File: src/rtl/vga_pkg.sv
// ---------------------------------------------------------------------------
// vga_pkg
// Shared VGA drawing definitions used by the map drawer, the sprite drawer
// and the plot arbiter: pixel field widths, default screen limits, the
// arbiter state encoding and a pixel range check.
// ---------------------------------------------------------------------------
package vga_pkg;

  localparam int X_W     = 9;
  localparam int Y_W     = 8;
  localparam int COLOR_W = 3;

  // Default 320x240 screen: highest legal coordinates.
  localparam int X_MAX_DEFAULT = 319;
  localparam int Y_MAX_DEFAULT = 239;

  // The encoding doubles as the grant output, so the values are fixed.
  typedef enum logic [1:0] {
    ST_IDLE = 2'b00,
    ST_MAP  = 2'b01,
    ST_SPR  = 2'b10
  } arb_state_t;

  typedef struct packed {
    logic [X_W-1:0]     x;
    logic [Y_W-1:0]     y;
    logic [COLOR_W-1:0] color;
  } pixel_t;

  function automatic logic pixel_in_range(input pixel_t p, input int x_max, input int y_max);
    return (int'(p.x) <= x_max) && (int'(p.y) <= y_max);
  endfunction

endpackage

File: src/rtl/vga_plot_arbiter_if.sv
// ---------------------------------------------------------------------------
// vga_plot_arbiter_if
// Bundles the two requester pixel handshakes (map drawer, sprite drawer) and
// the registered VGA-adapter write port of the plot arbiter.
//   map_* / spr_* : valid/ready/last handshake plus x, y, color of a pixel
//   plot, X, Y, color : VGA-adapter write strobe and pixel
//   grant         : current owner (00 none, 01 map, 10 sprite)
//   dropped       : pulse for an accepted pixel that was off screen
// Modports:
//   slave  - the arbiter's view (receives pixels, drives the adapter port)
//   master - the requesters' / adapter-side view
// ---------------------------------------------------------------------------
interface vga_plot_arbiter_if;

  logic                        map_valid;
  logic                        map_ready;
  logic                        map_last;
  logic [vga_pkg::X_W-1:0]     map_x;
  logic [vga_pkg::Y_W-1:0]     map_y;
  logic [vga_pkg::COLOR_W-1:0] map_color;

  logic                        spr_valid;
  logic                        spr_ready;
  logic                        spr_last;
  logic [vga_pkg::X_W-1:0]     spr_x;
  logic [vga_pkg::Y_W-1:0]     spr_y;
  logic [vga_pkg::COLOR_W-1:0] spr_color;

  logic                        plot;
  logic [vga_pkg::X_W-1:0]     X;
  logic [vga_pkg::Y_W-1:0]     Y;
  logic [vga_pkg::COLOR_W-1:0] color;
  logic [1:0]                  grant;
  logic                        dropped;

  modport slave (
    input  map_valid, map_last, map_x, map_y, map_color,
    input  spr_valid, spr_last, spr_x, spr_y, spr_color,
    output map_ready, spr_ready,
    output plot, X, Y, color, grant, dropped
  );

  modport master (
    output map_valid, map_last, map_x, map_y, map_color,
    output spr_valid, spr_last, spr_x, spr_y, spr_color,
    input  map_ready, spr_ready,
    input  plot, X, Y, color, grant, dropped
  );

endinterface

File: src/rtl/vga_pixel_reg.sv
// ---------------------------------------------------------------------------
// vga_pixel_reg
// Registered output stage of the plot arbiter. An accepted pixel that lies on
// screen is presented on the adapter port one cycle later with plot=1; an
// off-screen pixel produces a one-cycle dropped pulse instead. The pixel
// registers only load on a real plot, so X/Y/color hold otherwise.
// Ports:
//   clock, resetn        : clock and synchronous active-low reset
//   beat_valid, beat     : pixel accepted on this edge
//   plot, dropped, pix   : registered adapter outputs
// ---------------------------------------------------------------------------
module vga_pixel_reg
  import vga_pkg::*;
#(
  parameter int X_MAX = X_MAX_DEFAULT,
  parameter int Y_MAX = Y_MAX_DEFAULT
) (
  input  logic   clock,
  input  logic   resetn,
  input  logic   beat_valid,
  input  pixel_t beat,
  output logic   plot,
  output logic   dropped,
  output pixel_t pix
);

  logic in_range;

  assign in_range = pixel_in_range(beat, X_MAX, Y_MAX);

  // Off-screen pixels are still consumed upstream; here they only turn into
  // a dropped pulse and never disturb the held pixel value.
  always_ff @(posedge clock) begin
    if (!resetn) begin
      plot    <= 1'b0;
      dropped <= 1'b0;
      pix     <= '0;
    end else begin
      plot    <= beat_valid && in_range;
      dropped <= beat_valid && !in_range;
      if (beat_valid && in_range) begin
        pix <= beat;
      end
    end
  end

endmodule

File: src/rtl/vga_plot_arbiter.sv
// ---------------------------------------------------------------------------
// vga_plot_arbiter
// Shares one VGA-adapter write port between the map drawer and the sprite
// drawer. Map wins simultaneous requests; an owner keeps the port until its
// last pixel, until it has sent MAX_BURST pixels while the other side waits,
// or until it goes quiet while the other side waits.
// Parameters: MAX_BURST, X_MAX, Y_MAX
// Ports:
//   clock, resetn : clock and synchronous active-low reset
//   bus           : vga_plot_arbiter_if.slave (requesters + adapter port)
// ---------------------------------------------------------------------------
module vga_plot_arbiter
  import vga_pkg::*;
#(
  parameter int MAX_BURST = 16,
  parameter int X_MAX     = X_MAX_DEFAULT,
  parameter int Y_MAX     = Y_MAX_DEFAULT
) (
  input logic         clock,
  input logic         resetn,
  vga_plot_arbiter_if.slave bus
);

  localparam int              CNT_W   = $clog2(MAX_BURST) + 1;
  localparam logic [CNT_W-1:0] CNT_MAX = CNT_W'(MAX_BURST);

  arb_state_t       state;
  arb_state_t       state_next;
  arb_state_t       other_state;
  logic [CNT_W-1:0] burst_cnt;
  logic [CNT_W-1:0] cnt_inc;
  logic             own_valid;
  logic             own_last;
  logic             other_valid;
  logic             accept;
  logic             leave;
  pixel_t           beat;
  pixel_t           pix;
  logic             plot;
  logic             dropped;

  // Select the owner's handshake and pixel, and the competing requester.
  always_comb begin
    own_valid   = 1'b0;
    own_last    = 1'b0;
    other_valid = 1'b0;
    other_state = ST_IDLE;
    beat        = '0;
    unique case (state)
      ST_MAP: begin
        own_valid   = bus.map_valid;
        own_last    = bus.map_last;
        other_valid = bus.spr_valid;
        other_state = ST_SPR;
        beat        = '{x: bus.map_x, y: bus.map_y, color: bus.map_color};
      end
      ST_SPR: begin
        own_valid   = bus.spr_valid;
        own_last    = bus.spr_last;
        other_valid = bus.map_valid;
        other_state = ST_MAP;
        beat        = '{x: bus.spr_x, y: bus.spr_y, color: bus.spr_color};
      end
      default: begin
        own_valid   = 1'b0;
      end
    endcase
  end

  // Ready is a pure state decode, so acceptance is just the owner's valid.
  assign accept  = resetn && (state != ST_IDLE) && own_valid;

  // Counter value after this edge; it saturates instead of wrapping.
  assign cnt_inc = (accept && (burst_cnt != CNT_MAX)) ? burst_cnt + CNT_W'(1) : burst_cnt;

  // Yield conditions are judged on the post-edge count, so the beat that
  // completes the burst is still taken before the port changes hands.
  assign leave = (accept && own_last)
              || ((cnt_inc == CNT_MAX) && other_valid)
              || (!own_valid && other_valid);

  // State register.
  always_ff @(posedge clock) begin
    if (!resetn) begin
      state <= ST_IDLE;
    end else begin
      state <= state_next;
    end
  end

  // Next-state logic.
  always_comb begin
    state_next = state;
    unique case (state)
      ST_IDLE: begin
        if (bus.map_valid) begin
          state_next = ST_MAP;
        end else if (bus.spr_valid) begin
          state_next = ST_SPR;
        end
      end
      ST_MAP, ST_SPR: begin
        if (leave) begin
          state_next = other_valid ? other_state : ST_IDLE;
        end
      end
      default: begin
        state_next = ST_IDLE;
      end
    endcase
  end

  // Burst counter: restarts on every state entry, holds while the owner idles.
  always_ff @(posedge clock) begin
    if (!resetn) begin
      burst_cnt <= '0;
    end else if (state_next != state) begin
      burst_cnt <= '0;
    end else begin
      burst_cnt <= cnt_inc;
    end
  end

  // Output decode. The readies are also forced low by resetn so nothing is
  // handed over in a cycle whose edge is about to reset the arbiter.
  always_comb begin
    bus.map_ready = resetn && (state == ST_MAP);
    bus.spr_ready = resetn && (state == ST_SPR);
    bus.grant     = state;
  end

  vga_pixel_reg #(
    .X_MAX (X_MAX),
    .Y_MAX (Y_MAX)
  ) u_pixel_reg (
    .clock      (clock),
    .resetn     (resetn),
    .beat_valid (accept),
    .beat       (beat),
    .plot       (plot),
    .dropped    (dropped),
    .pix        (pix)
  );

  assign bus.plot    = plot;
  assign bus.dropped = dropped;
  assign bus.X       = pix.x;
  assign bus.Y       = pix.y;
  assign bus.color   = pix.color;

endmodule

File: src/flat_wrapper.sv
// flat-port wrapper written by rule: the top's interface ports become plain ports
module vga_plot_arbiter_flat import vga_pkg::*;
#(
  parameter int MAX_BURST = 16,
  parameter int X_MAX     = X_MAX_DEFAULT,
  parameter int Y_MAX     = Y_MAX_DEFAULT
)
  (clock, resetn, bus_map_valid, bus_map_last, bus_map_x, bus_map_y, bus_map_color, bus_spr_valid, bus_spr_last, bus_spr_x, bus_spr_y, bus_spr_color, bus_map_ready, bus_spr_ready, bus_plot, bus_X, bus_Y, bus_color, bus_grant, bus_dropped);
  vga_plot_arbiter_if bus_i ();
  input logic clock;
  input logic resetn;
  input wire logic [$bits(bus_i.map_valid)-1:0] bus_map_valid;
  input wire logic [$bits(bus_i.map_last)-1:0] bus_map_last;
  input wire logic [$bits(bus_i.map_x)-1:0] bus_map_x;
  input wire logic [$bits(bus_i.map_y)-1:0] bus_map_y;
  input wire logic [$bits(bus_i.map_color)-1:0] bus_map_color;
  input wire logic [$bits(bus_i.spr_valid)-1:0] bus_spr_valid;
  input wire logic [$bits(bus_i.spr_last)-1:0] bus_spr_last;
  input wire logic [$bits(bus_i.spr_x)-1:0] bus_spr_x;
  input wire logic [$bits(bus_i.spr_y)-1:0] bus_spr_y;
  input wire logic [$bits(bus_i.spr_color)-1:0] bus_spr_color;
  output wire logic [$bits(bus_i.map_ready)-1:0] bus_map_ready;
  output wire logic [$bits(bus_i.spr_ready)-1:0] bus_spr_ready;
  output wire logic [$bits(bus_i.plot)-1:0] bus_plot;
  output wire logic [$bits(bus_i.X)-1:0] bus_X;
  output wire logic [$bits(bus_i.Y)-1:0] bus_Y;
  output wire logic [$bits(bus_i.color)-1:0] bus_color;
  output wire logic [$bits(bus_i.grant)-1:0] bus_grant;
  output wire logic [$bits(bus_i.dropped)-1:0] bus_dropped;
  assign bus_i.map_valid = bus_map_valid;
  assign bus_i.map_last = bus_map_last;
  assign bus_i.map_x = bus_map_x;
  assign bus_i.map_y = bus_map_y;
  assign bus_i.map_color = bus_map_color;
  assign bus_i.spr_valid = bus_spr_valid;
  assign bus_i.spr_last = bus_spr_last;
  assign bus_i.spr_x = bus_spr_x;
  assign bus_i.spr_y = bus_spr_y;
  assign bus_i.spr_color = bus_spr_color;
  assign bus_map_ready = bus_i.map_ready;
  assign bus_spr_ready = bus_i.spr_ready;
  assign bus_plot = bus_i.plot;
  assign bus_X = bus_i.X;
  assign bus_Y = bus_i.Y;
  assign bus_color = bus_i.color;
  assign bus_grant = bus_i.grant;
  assign bus_dropped = bus_i.dropped;
  vga_plot_arbiter #(.MAX_BURST(MAX_BURST), .X_MAX(X_MAX), .Y_MAX(Y_MAX)) u_core (.clock(clock), .resetn(resetn), .bus(bus_i));
endmodule
File: config.mk
export PLATFORM = sky130hd
export DESIGN_NAME = vga_plot_arbiter_flat
export DESIGN_NICKNAME = d
export VERILOG_FILES = /design/src/rtl/vga_pkg.sv /design/src/rtl/vga_plot_arbiter_if.sv /design/src/rtl/vga_pixel_reg.sv /design/src/rtl/vga_plot_arbiter.sv /design/src/flat_wrapper.sv
export SDC_FILE = /design/constraint.sdc
export NUM_CORES = 1
export LEC_CHECK = 0
export ABC_AREA = 0
export ABC_CLOCK_PERIOD_IN_PS = 2400
export CORE_MARGIN = 1
export CORE_UTILIZATION = 45
export CTS_CLUSTER_DIAMETER = 30
export DETAILED_ROUTE_END_ITERATION = 8
export PLACE_DENSITY = 0.79
export SYNTH_ARGS = -nofsm -noshare
export SYNTH_HDL_FRONTEND = slang
export SYNTH_HIERARCHICAL = 1
export SYNTH_SLANG_ARGS = --single-unit
File: constraint.sdc
create_clock -name clock -period 2.4 [get_ports clock]
set_input_delay 0.24 -clock clock [delete_from_list [all_inputs] [get_ports clock]]
set_output_delay 0.24 -clock clock [all_outputs]
set_load 0.02 [all_outputs]
* Word level (Yosys, flattened, before mapping) *
Cells that the tools add are included.

storage, ports and cells
  word-level logic and storage cells = 46
  flip-flop bits (word level) = 29
  output and inout port bits = 26
  bits of input ports = 46

operators by class
  mux-type cells = 11
  equal/unequal tests = 5
  reduce and logical (&&, ||, !) cells = 19
  add/subtract/negate cells = 1
  bitwise logic cells = 1
  magnitude comparators = 2

operator list
  kind                   number
  $pmux W20 S2           1
  $logic_and A1 B1 Y1    11
  $le A9 B9 Y1 const B   1
  $le A8 B8 Y1 const B   1
  $mux W2                4
  $pmux W2 S2            2
  $pmux W1 S2            3
  $add A5 B1 Y5 const B  1
  $eq A5 B5 Y1 const B   1
  $mux W5                1
  $ne A5 B5 Y1 const B   1
  $reduce_or A2 Y1       2
  $eq A2 B1 Y1 const B   1
  $eq A2 B2 Y1 const B   1
  $logic_not A1 Y1       2
  $logic_not A2 Y1       1
  $logic_or A1 B1 Y1     2
  $ne A2 B2 Y1           1
  $reduce_bool A2 Y1     1
  $not A1 Y1             1

* Logic depth before layout (Yosys ltp) *
Gate-level depths: netlist of the first run.

  word-level depth = 13
  gate-level depth with buffers = 10
  depth with buffers taken out = 8

* Cells and area by module *
Netlist of the first run, hierarchy kept.

by module, submodules not included
  module            sequential area each (µm²)  cells each  times used  area each (µm²)
  vga_plot_arbiter  140.1                       147         1           1134.8
  vga_pixel_reg     440.4                       96          1           882.1

* Worst setup path before layout of the first run *
OpenSTA, ideal clock, no wires.

  path type = reg-to-reg
  start point = register u_core.state[1], in the netlist u_core/bus.grant[1]
  end point = register u_core.burst_cnt[0]
  path slack = 0.070 ns
  setup time = 0.134 ns
  stages on the path, launching flop included = 10
  arrival time = 2.195 ns
  period minus slack after synthesis = 2.330 ns
  cell sequence = dfxtp_1 > inv_1 > ha_1 > buf_4 > nand3b_4 > nor3_1 > a31oi_1 > a211o_1 > a22oi_2 > nor3_1

on the way
  word-level cells in the longest chain between the ends = 13
  elaborated cells between the ends (all ways) = 27
  classes of those cells = 4 x eq/ne; 10 x mux; 13 x reduce/logical

RTL lines
  item                                                line                                            text
  start, declared                                     vga_plot_arbiter.sv:27                          arb_state_t state;
  start signal, assigned                              vga_plot_arbiter.sv:87                          state <= state_next;
  $eq A2 B2 Y1, or another cell as far along          vga_plot_arbiter.sv:49, vga_plot_arbiter.sv:94
  $pmux W1 S2 or $logic_and A1 B1 Y1 (tied branches)  vga_plot_arbiter.sv:49, vga_plot_arbiter.sv:71
  $logic_and A1 B1 Y1                                 vga_plot_arbiter.sv:71                          assign accept = resetn && (state != ST_IDLE) && own_valid;
  $logic_and A1 B1 Y1                                 vga_plot_arbiter.sv:74                          assign cnt_inc = (accept && (burst_cnt != CNT_MAX)) ? burst_cnt + CNT_W'(1) : burst_cnt;
  $mux W5                                             vga_plot_arbiter.sv:74
  $eq A5 B5 Y1                                        vga_plot_arbiter.sv:79                          || ((cnt_inc == CNT_MAX) && other_valid)
  $logic_and A1 B1 Y1                                 vga_plot_arbiter.sv:79
  $logic_or A1 B1 Y1                                  vga_plot_arbiter.sv:79
  $logic_or A1 B1 Y1                                  vga_plot_arbiter.sv:80                          || (!own_valid && other_valid);
  $mux W2                                             vga_plot_arbiter.sv:103                         if (leave) begin
  $pmux W2 S2                                         vga_plot_arbiter.sv:94                          unique case (state)
  $ne A2 B2 Y1                                        vga_plot_arbiter.sv:117                         end else if (state_next != state) begin
  $reduce_or A2 Y1 (no line)                          -
  end signal, assigned                                vga_plot_arbiter.sv:120                         burst_cnt <= cnt_inc;
  end, declared                                       vga_plot_arbiter.sv:30                          logic [CNT_W-1:0] burst_cnt;

Parallel ways exist; a longest one is shown, timed or not.
A chain may end at the register's enable or synchronous reset.

* Worst setup path in the final report of the first run *
  start point = register u_core.state[0], in the netlist u_core/bus.grant[0]
  end point = output bus_spr_ready

on the way
  word-level cells in the longest chain between the ends = 2

RTL lines
  item                 line                     text
  $eq A2 B2 Y1         vga_plot_arbiter.sv:128  bus.spr_ready = resetn && (state == ST_SPR);
  $logic_and A1 B1 Y1  vga_plot_arbiter.sv:128
  end, declared        flat_wrapper.sv:23       output wire logic [$bits(bus_i.spr_ready)-1:0] bus_spr_ready;

Every way passes these cells.

==> reports/metrics.yaml, run 1 <==
status: "finished, final reports clean"
ctsHtreeMaxLevel: 2
multi_input_area_um2: 1311
synth_edf_count: 0
layout.nets: 369
insertion_delay_ns: 0.28
dr.first_iter.drc_count: 126
synthTopCellsByArea: "dfxtp_1 (29%), mux2i_1 (10%), nand2_1 (8.7%)"
drt.antenna.violating_nets: 0
dp_hpwl_um: 3998
syn_to_final_growth_pct: 45.53
cts-root-buf: "clkbuf_8"
seqCellArea_um2: 583.1
final_cell_mix: "clkdlybuf4s50_1 (71), nand2_1 (47), dfxtp_1 (27), nor2b_1 (24), a22oi_1 (23)"
synth_compound_area_share_pct: 20.04
peakVddDrop_mv: 0.4187
gp_congestion: 0.8846
powerDensity_nw_per_um2: 480.9
fp.dieH_um: 68.95
seq_area_frac_synth_pct: 28.78
initial_utilization_pct: 48.67
grt_first_pass_wirelength_um: 8231
vias_per_cell: 5.427
synth-xor-area-share_pct: 1.737
dpl_cell_area_um2: 2796
fin_ws_ns: 0.1001
async_flop_share_pct: 0
period_needed_ns: 2.300
drive_gt1_share_pct: 11.64
setup_violations: 0
antenna_cells: 0
netlist_area_um2: 2017
fillers: 339
rows: 23
synth-simple-area-share_pct: 28.47
grt_pass1_vias: 1819
post-synth-top-area-cell: "dfxtp_1"
dr.pass1.iters: 4
wire_per_inst_um: 14.49
critPathRequiredTime_ns: 2.16
fin_crit_sh_pct: 95.83
hold_buffers: 0
die_w_um: 68.95
die-area_um2: 4754
cts_tree: "done"
cp-end-kind: "output port"
pre_cts_ws_ns: 0.1180
muxShareOfSynthArea_pct: 10.42
min_path_type: "register to register"
synth-seq-cells: 29
slew_headroom_pct: 69.40
grt_start_max_net_pins: 42
port_buffers: 71
cts_inserted_buffers: 5
max-cap-violations: 0
crit_path_start_kind: "register"
clock.fmax_mhz: 434.8
post-cts-setup-buffers: 0
p_leak_uw: 0.001166
synth.distinct_cells: 45
route.detailed.drc: 0
final_max_slew_viol_count: 0
worst_slew_pin_slew_ns: 0.4585
routed-via-count: 1997
synth_nets: 295
totalWireLength_um: 5334
final_common_cell: "clkdlybuf4s50_1"
cp.arrival_ns: 2.06
yosysTopAreaCellShare_pct: 28.78
layoutNonFillerInstCount: 368
core_area_um2: 4144
antenna_found_initial: 0
grtUsageTotal_pct: 23.89
crit_type: "register to output port"
crit_path_max_fanout: 21
finClkSkew_ns: 0.003917
finish.instance_area_um2: 2935
synth_top_flop_cell: "dfxtp_1"
cts.sinks: 29
dp.cells: 360
synthAdderAreaFrac_pct: 3.722
syn_avg_cell_area_um2: 8.300
clk_pin_slew_worst_paths_ns: 0.06
cts_buffer_depth: 2
syn_inst: 243
yosysWarnings: 6
hold_viol: 0
grt_overflow: 0
synth_top_family_by_area: "simple AND/OR/NAND/NOR gates"
io_pins: 72
==> power by group <==
| group | internal [uW] | switching, uW |
|---|---|---|
| Combinational | 198 | 192 |
| Sequential | 487 | 6.07 |
| Clock | 338 | 190 |
| Total | 1020 | 388 |
==> metrics by stage <==
stage,setup TNS (ns),power (uW),utilization (%),hold WS [ns]
2_1_floorplan,0,732.8,-,0.4841
3_3_place_gp,0,877.2,67.48,0.4440
3_5_place_dp,0,881.4,67.48,0.4498
4_1_cts,0,1413,70.44,0.4583
5_1_grt,-0.002485,1476,70.83,0.4767
6_report,0,1412,70.83,0.4545
==> registers in the layout, indices dropped and copies added (netlist names) <==
register                    flops
u_core/burst_cnt                5
u_core/u_pixel_reg/pix         20
u_core/u_pixel_reg/dropped      1
u_core/u_pixel_reg/plot         1
u_core/bus.grant                2
==> synth_stat cells (2+ instances only) <==
| master | count |
|---|---|
| a31oi_1 | 2 |
| mux2i_1 | 21 |
| nor2_1 | 5 |
| buf_6 | 4 |
| ha_1 | 6 |
| buf_2 | 2 |
| nand3b_1 | 2 |
| nand3_1 | 4 |
| a21o_1 | 3 |
| nand2b_1 | 3 |
| o21ai_0 | 4 |
| inv_1 | 7 |
| nand4_1 | 4 |
| dfxtp_1 | 29 |
| clkbuf_1 | 9 |
| a22oi_1 | 23 |
| and2_1 | 2 |
| a21oi_1 | 5 |
| buf_4 | 3 |
| nor2b_1 | 24 |
| nor3_1 | 7 |
| xnor2_1 | 4 |
| nand2_1 | 47 |
| o21ai_2 | 2 |
==> area by class of cell <==
type | count | area share (%)
clock buffer | 7 | 2.941
tap | 50 | 2.131
clock inverter | 1 | 1.023
multi-input combinational | 189 | 44.67
sequential | 29 | 19.86
timing repair buffer | 85 | 28.47
inverter | 7 | 0.8951
==> path summary, 6_finish.rpt <==
check / start / end / slack (ns) / cells past startpoint
max reg2reg: u_core/bus.grant[0] / u_core/burst_cnt[4] / 0.13 / 8
min: u_core/u_pixel_reg/pix[9] / u_core/u_pixel_reg/pix[9] / 0.45 / 2
max: u_core/bus.grant[0] / bus_spr_ready / 0.10 / 5
min reg2reg: u_core/u_pixel_reg/pix[9] / u_core/u_pixel_reg/pix[9] / 0.45 / 2
==> cells by family after synthesis <==
logic type | count (synthesis)
buf+inv | 25
flops | 29
xor+xnor | 4
mux | 21
simple gates | 106
compound gates | 52
fa+ha+maj | 6
==> routing by layer <==
layer | routed length, um | global-route usage [%] | vias up
li1 | - | - | 1004
met3 | 441 | 6.743 | 6
met5 | 0 | 0 | -
met2 | 2586 | 43.20 | 68
met1 | 2242 | 26.36 | 919
met4 | 63 | 8.418 | 0
==> what timing repair did <==
| action | in CTS | in global routing |
|---|---|---|
| endpoints found under the setup margin | 2 | 9 |
| pin swaps | 0 | 1 |
| resized for setup | 2 | 6 |
==> critical path: stages, from the launching register on <==
cell             delay (ns)
dfxtp_2                0.35
inv_1                  0.16
ha_2                   0.29
buf_6                  0.22
and2_1                 0.15
clkdlybuf4s50_1        0.61
(Power assumes the default switching activity.)
==> run 2: changes to the inputs <==
Settings changed: CORE_MARGIN 1 to 2, PLACE_DENSITY 0.79 to not set, PLACE_DENSITY_LB_ADDON set to 0.08, SKIP_CTS_REPAIR_TIMING set to 1.
==> reports/metrics.yaml, run 2 (same netlist as run 1, synthesis figures left out) <==
rows: 24  # was 23
grt_pass1_vias: 1888  # was 1819
p_comb_share_pct: 28.0  # was 27.7%
worst-path-stages: 5  # unchanged
core_area_um2: 4324  # was 4144 um2
layout.nets: 371  # was 369
status: "finished, final reports clean"  # unchanged
powerDensity_nw_per_um2: 479.0  # was 480.9 nW/um2
fin_util_pct: 67.94  # was 70.83%
p_int_uw: 1023  # about the same
vias_per_cell: 5.363  # was 5.427
clock.fmax_mhz: 444.1  # was 434.8 MHz
reg2reg_slack_ns: 0.17  # was 0.13 ns
dp_hpwl_um: 3982  # was 3998 um
ctsHtreeMaxLevel: 2  # unchanged
die-area_um2: 5034  # was 4754 um2
hold_ws_ns: 0.3143  # was 0.4545 ns
crit_path_start_kind: "register"  # unchanged
totalWireLength_um: 5372  # was 5334 um
crit_start: "u_core/bus.grant[1]"  # was u_core/bus.grant[0]
antenna_found_initial: 0  # unchanged
netSwitchingFraction_pct: 27.29  # was 27.51%
hold_viol: 0  # unchanged
gp_congestion: 0.9099  # was 0.8846
slew_headroom_pct: 69.23  # was 69.40%
dr.pass1.iters: 4  # unchanged
p_leak_uw: 0.001193  # was 0.001166 uW
cts-root-buf: "clkbuf_8"  # unchanged
route.detailed.drc: 0  # unchanged
cp-endpoint: "bus_map_ready"  # was bus_spr_ready
drive_gt1_share_pct: 11.56  # was 11.64%
path_cells: "inv_1 > ha_1 > buf_4 > and2_1 > clkdlybuf4s50_1"  # was inv_1 > ha_2 > buf_6 > and2_1 > clkdlybuf4s50_1
final_common_cell: "clkdlybuf4s50_1"  # unchanged
power_frac_seq_pct: 34.8  # was 34.9%
grt_start_max_net_pins: 40  # was 42
largest_reg_flops: 20  # unchanged
peakVddDrop_mv: 0.3218  # was 0.4187 mV
wire_per_inst_um: 14.44  # was 14.49 um
finalPower_uw: 1407  # was 1412 uW
setup_violations: 0  # unchanged
clk_pin_slew_worst_paths_ns: 0.06  # about the same
cp_slowest_stage_delay_ns: 0.60  # was 0.61 ns
p_sw_uw: 384.1  # was 388.3 uW
power_frac_clock_pct: 37.3  # was 37.4%
max-cap-violations: 0  # unchanged
grtUsageTotal_pct: 22.03  # was 23.89%
dr.first_iter.drc_count: 141  # was 126
cp-end-kind: "output port"  # unchanged
cp_slowest_cell: "clkdlybuf4s50_1"  # unchanged
top_register: "u_core/u_pixel_reg/pix"  # unchanged
crit_type: "register to output port"  # unchanged
rsz0062_at_grt: "true"
cp.arrival_ns: 2.01  # was 2.06 ns
grt_first_pass_wirelength_um: 8811  # was 8231 um
cts_buffer_depth: 2  # unchanged
antenna_cells: 0  # unchanged
fin_crit_sh_pct: 93.82  # was 95.83%
port_buffers: 71  # unchanged
initial_utilization_pct: 46.64  # was 48.67%
die_w_um: 70.95  # was 68.95 um
final_cell_mix: "clkdlybuf4s50_1 (69), nand2_1 (47), dfxtp_1 (29), nor2b_1 (24), a22oi_1 (23)"  # was clkdlybuf4s50_1 (71), nand2_1 (47), dfxtp_1 (27), nor2b_1 (24), a22oi_1 (23)
final_max_slew_viol_count: 0  # unchanged
crit_path_max_fanout: 14  # was 21
reg2reg_depth: 8  # unchanged
finClkSkew_ns: 0.002007  # was 0.003917 ns
drt.antenna.violating_nets: 0  # unchanged
critPathRequiredTime_ns: 2.16  # about the same
fp.dieH_um: 70.95  # was 68.95 um
syn_to_final_growth_pct: 45.66  # was 45.53%
finish.instance_area_um2: 2938  # was 2935 um2
io_pins: 72  # unchanged
reg2reg_to: "u_core/burst_cnt[2]"  # was u_core/burst_cnt[4]
cts.sinks: 29  # unchanged
cts_tree: "done"  # unchanged
cts_inserted_buffers: 5  # unchanged
insertion_delay_ns: 0.28  # about the same
period_needed_ns: 2.252  # was 2.300 ns
min_path_type: "input pin to register"  # was register to register
grt_overflow: 0  # unchanged
rr_startpoint: "u_core/bus.grant[0]"  # unchanged
routed-via-count: 1995  # was 1997
critPathTopFamily: "buffers and inverters"  # unchanged
dpl_cell_area_um2: 2809  # was 2796 um2
crit_buf_inv: 3  # unchanged
worst_slew_pin_slew_ns: 0.4610  # was 0.4585 ns
## run 2: changes by cell type in the layout (fill, tap and decap cells not counted), moves of 2 or more
| cell | previous run | this run |
|---|---|---|
| buf_6 | 2 | 0 |
| dfxtp_2 | 2 | 0 |
| dfxtp_1 | 27 | 29 |
| clkdlybuf4s50_1 | 71 | 69 |
| buf_4 | 11 | 15 |
## run 2: final cells by class
class / instances / area [um2]
clock buffer: 7 / 86.33
sequential: 29 / 580.6
clock inverter: 1 / 30.03
inverter: 7 / 26.28
fill: 385 / 1386
timing repair buffer: 87 / 840.8
multi-input combinational: 189 / 1309
tap: 52 / 65.06
## run 2: worst min-delay path, cell delays in order
cell and delay, ns:
buf_2 0.17, nand2_1 0.08, mux2i_1 0.05
## run 2: layer usage
metal | vias up | global-route usage, % | wire length, um
li1 | 1007 | - | -
met1 | 915 | 27.14 | 2481
met2 | 68 | 38.11 | 2502
met3 | 5 | 5.983 | 332
met4 | 0 | 5.660 | 56
met5 | - | 0 | 0
## run 2: stage by stage
step	setup slack [ns]	std cells	setup TNS (ns)
after floorplan	0.07023	243	0
after global routing	-0.03884	372	-0.1345
after global placement	0.1891	364	0
after CTS	0.01363	372	0
after detailed placement	0.1202	364	0
final	0.1484	372	0
## run 2: power groups by stage
stage               Clock, uW  Sequential [uW]  Combinational (uW)
floorplan                   0              508                 224
global route              558              490                 428
global placement            0              500                 386
detailed placement          0              500                 388
CTS                       541              489                 390
finish                    524              489                 393
## run 2: how the worst min path moves through the flow
stage,start,end,cells past startpoint
floorplan,resetn,u_core/burst_cnt[1],2
CTS,resetn,u_core/u_pixel_reg/pix[3],3
global placement,u_core/u_pixel_reg/pix[1],u_core/u_pixel_reg/pix[1],2
global route,resetn,u_core/u_pixel_reg/pix[3],3
detailed placement,u_core/u_pixel_reg/pix[11],u_core/u_pixel_reg/pix[11],2
finish,resetn,u_core/u_pixel_reg/pix[3],3
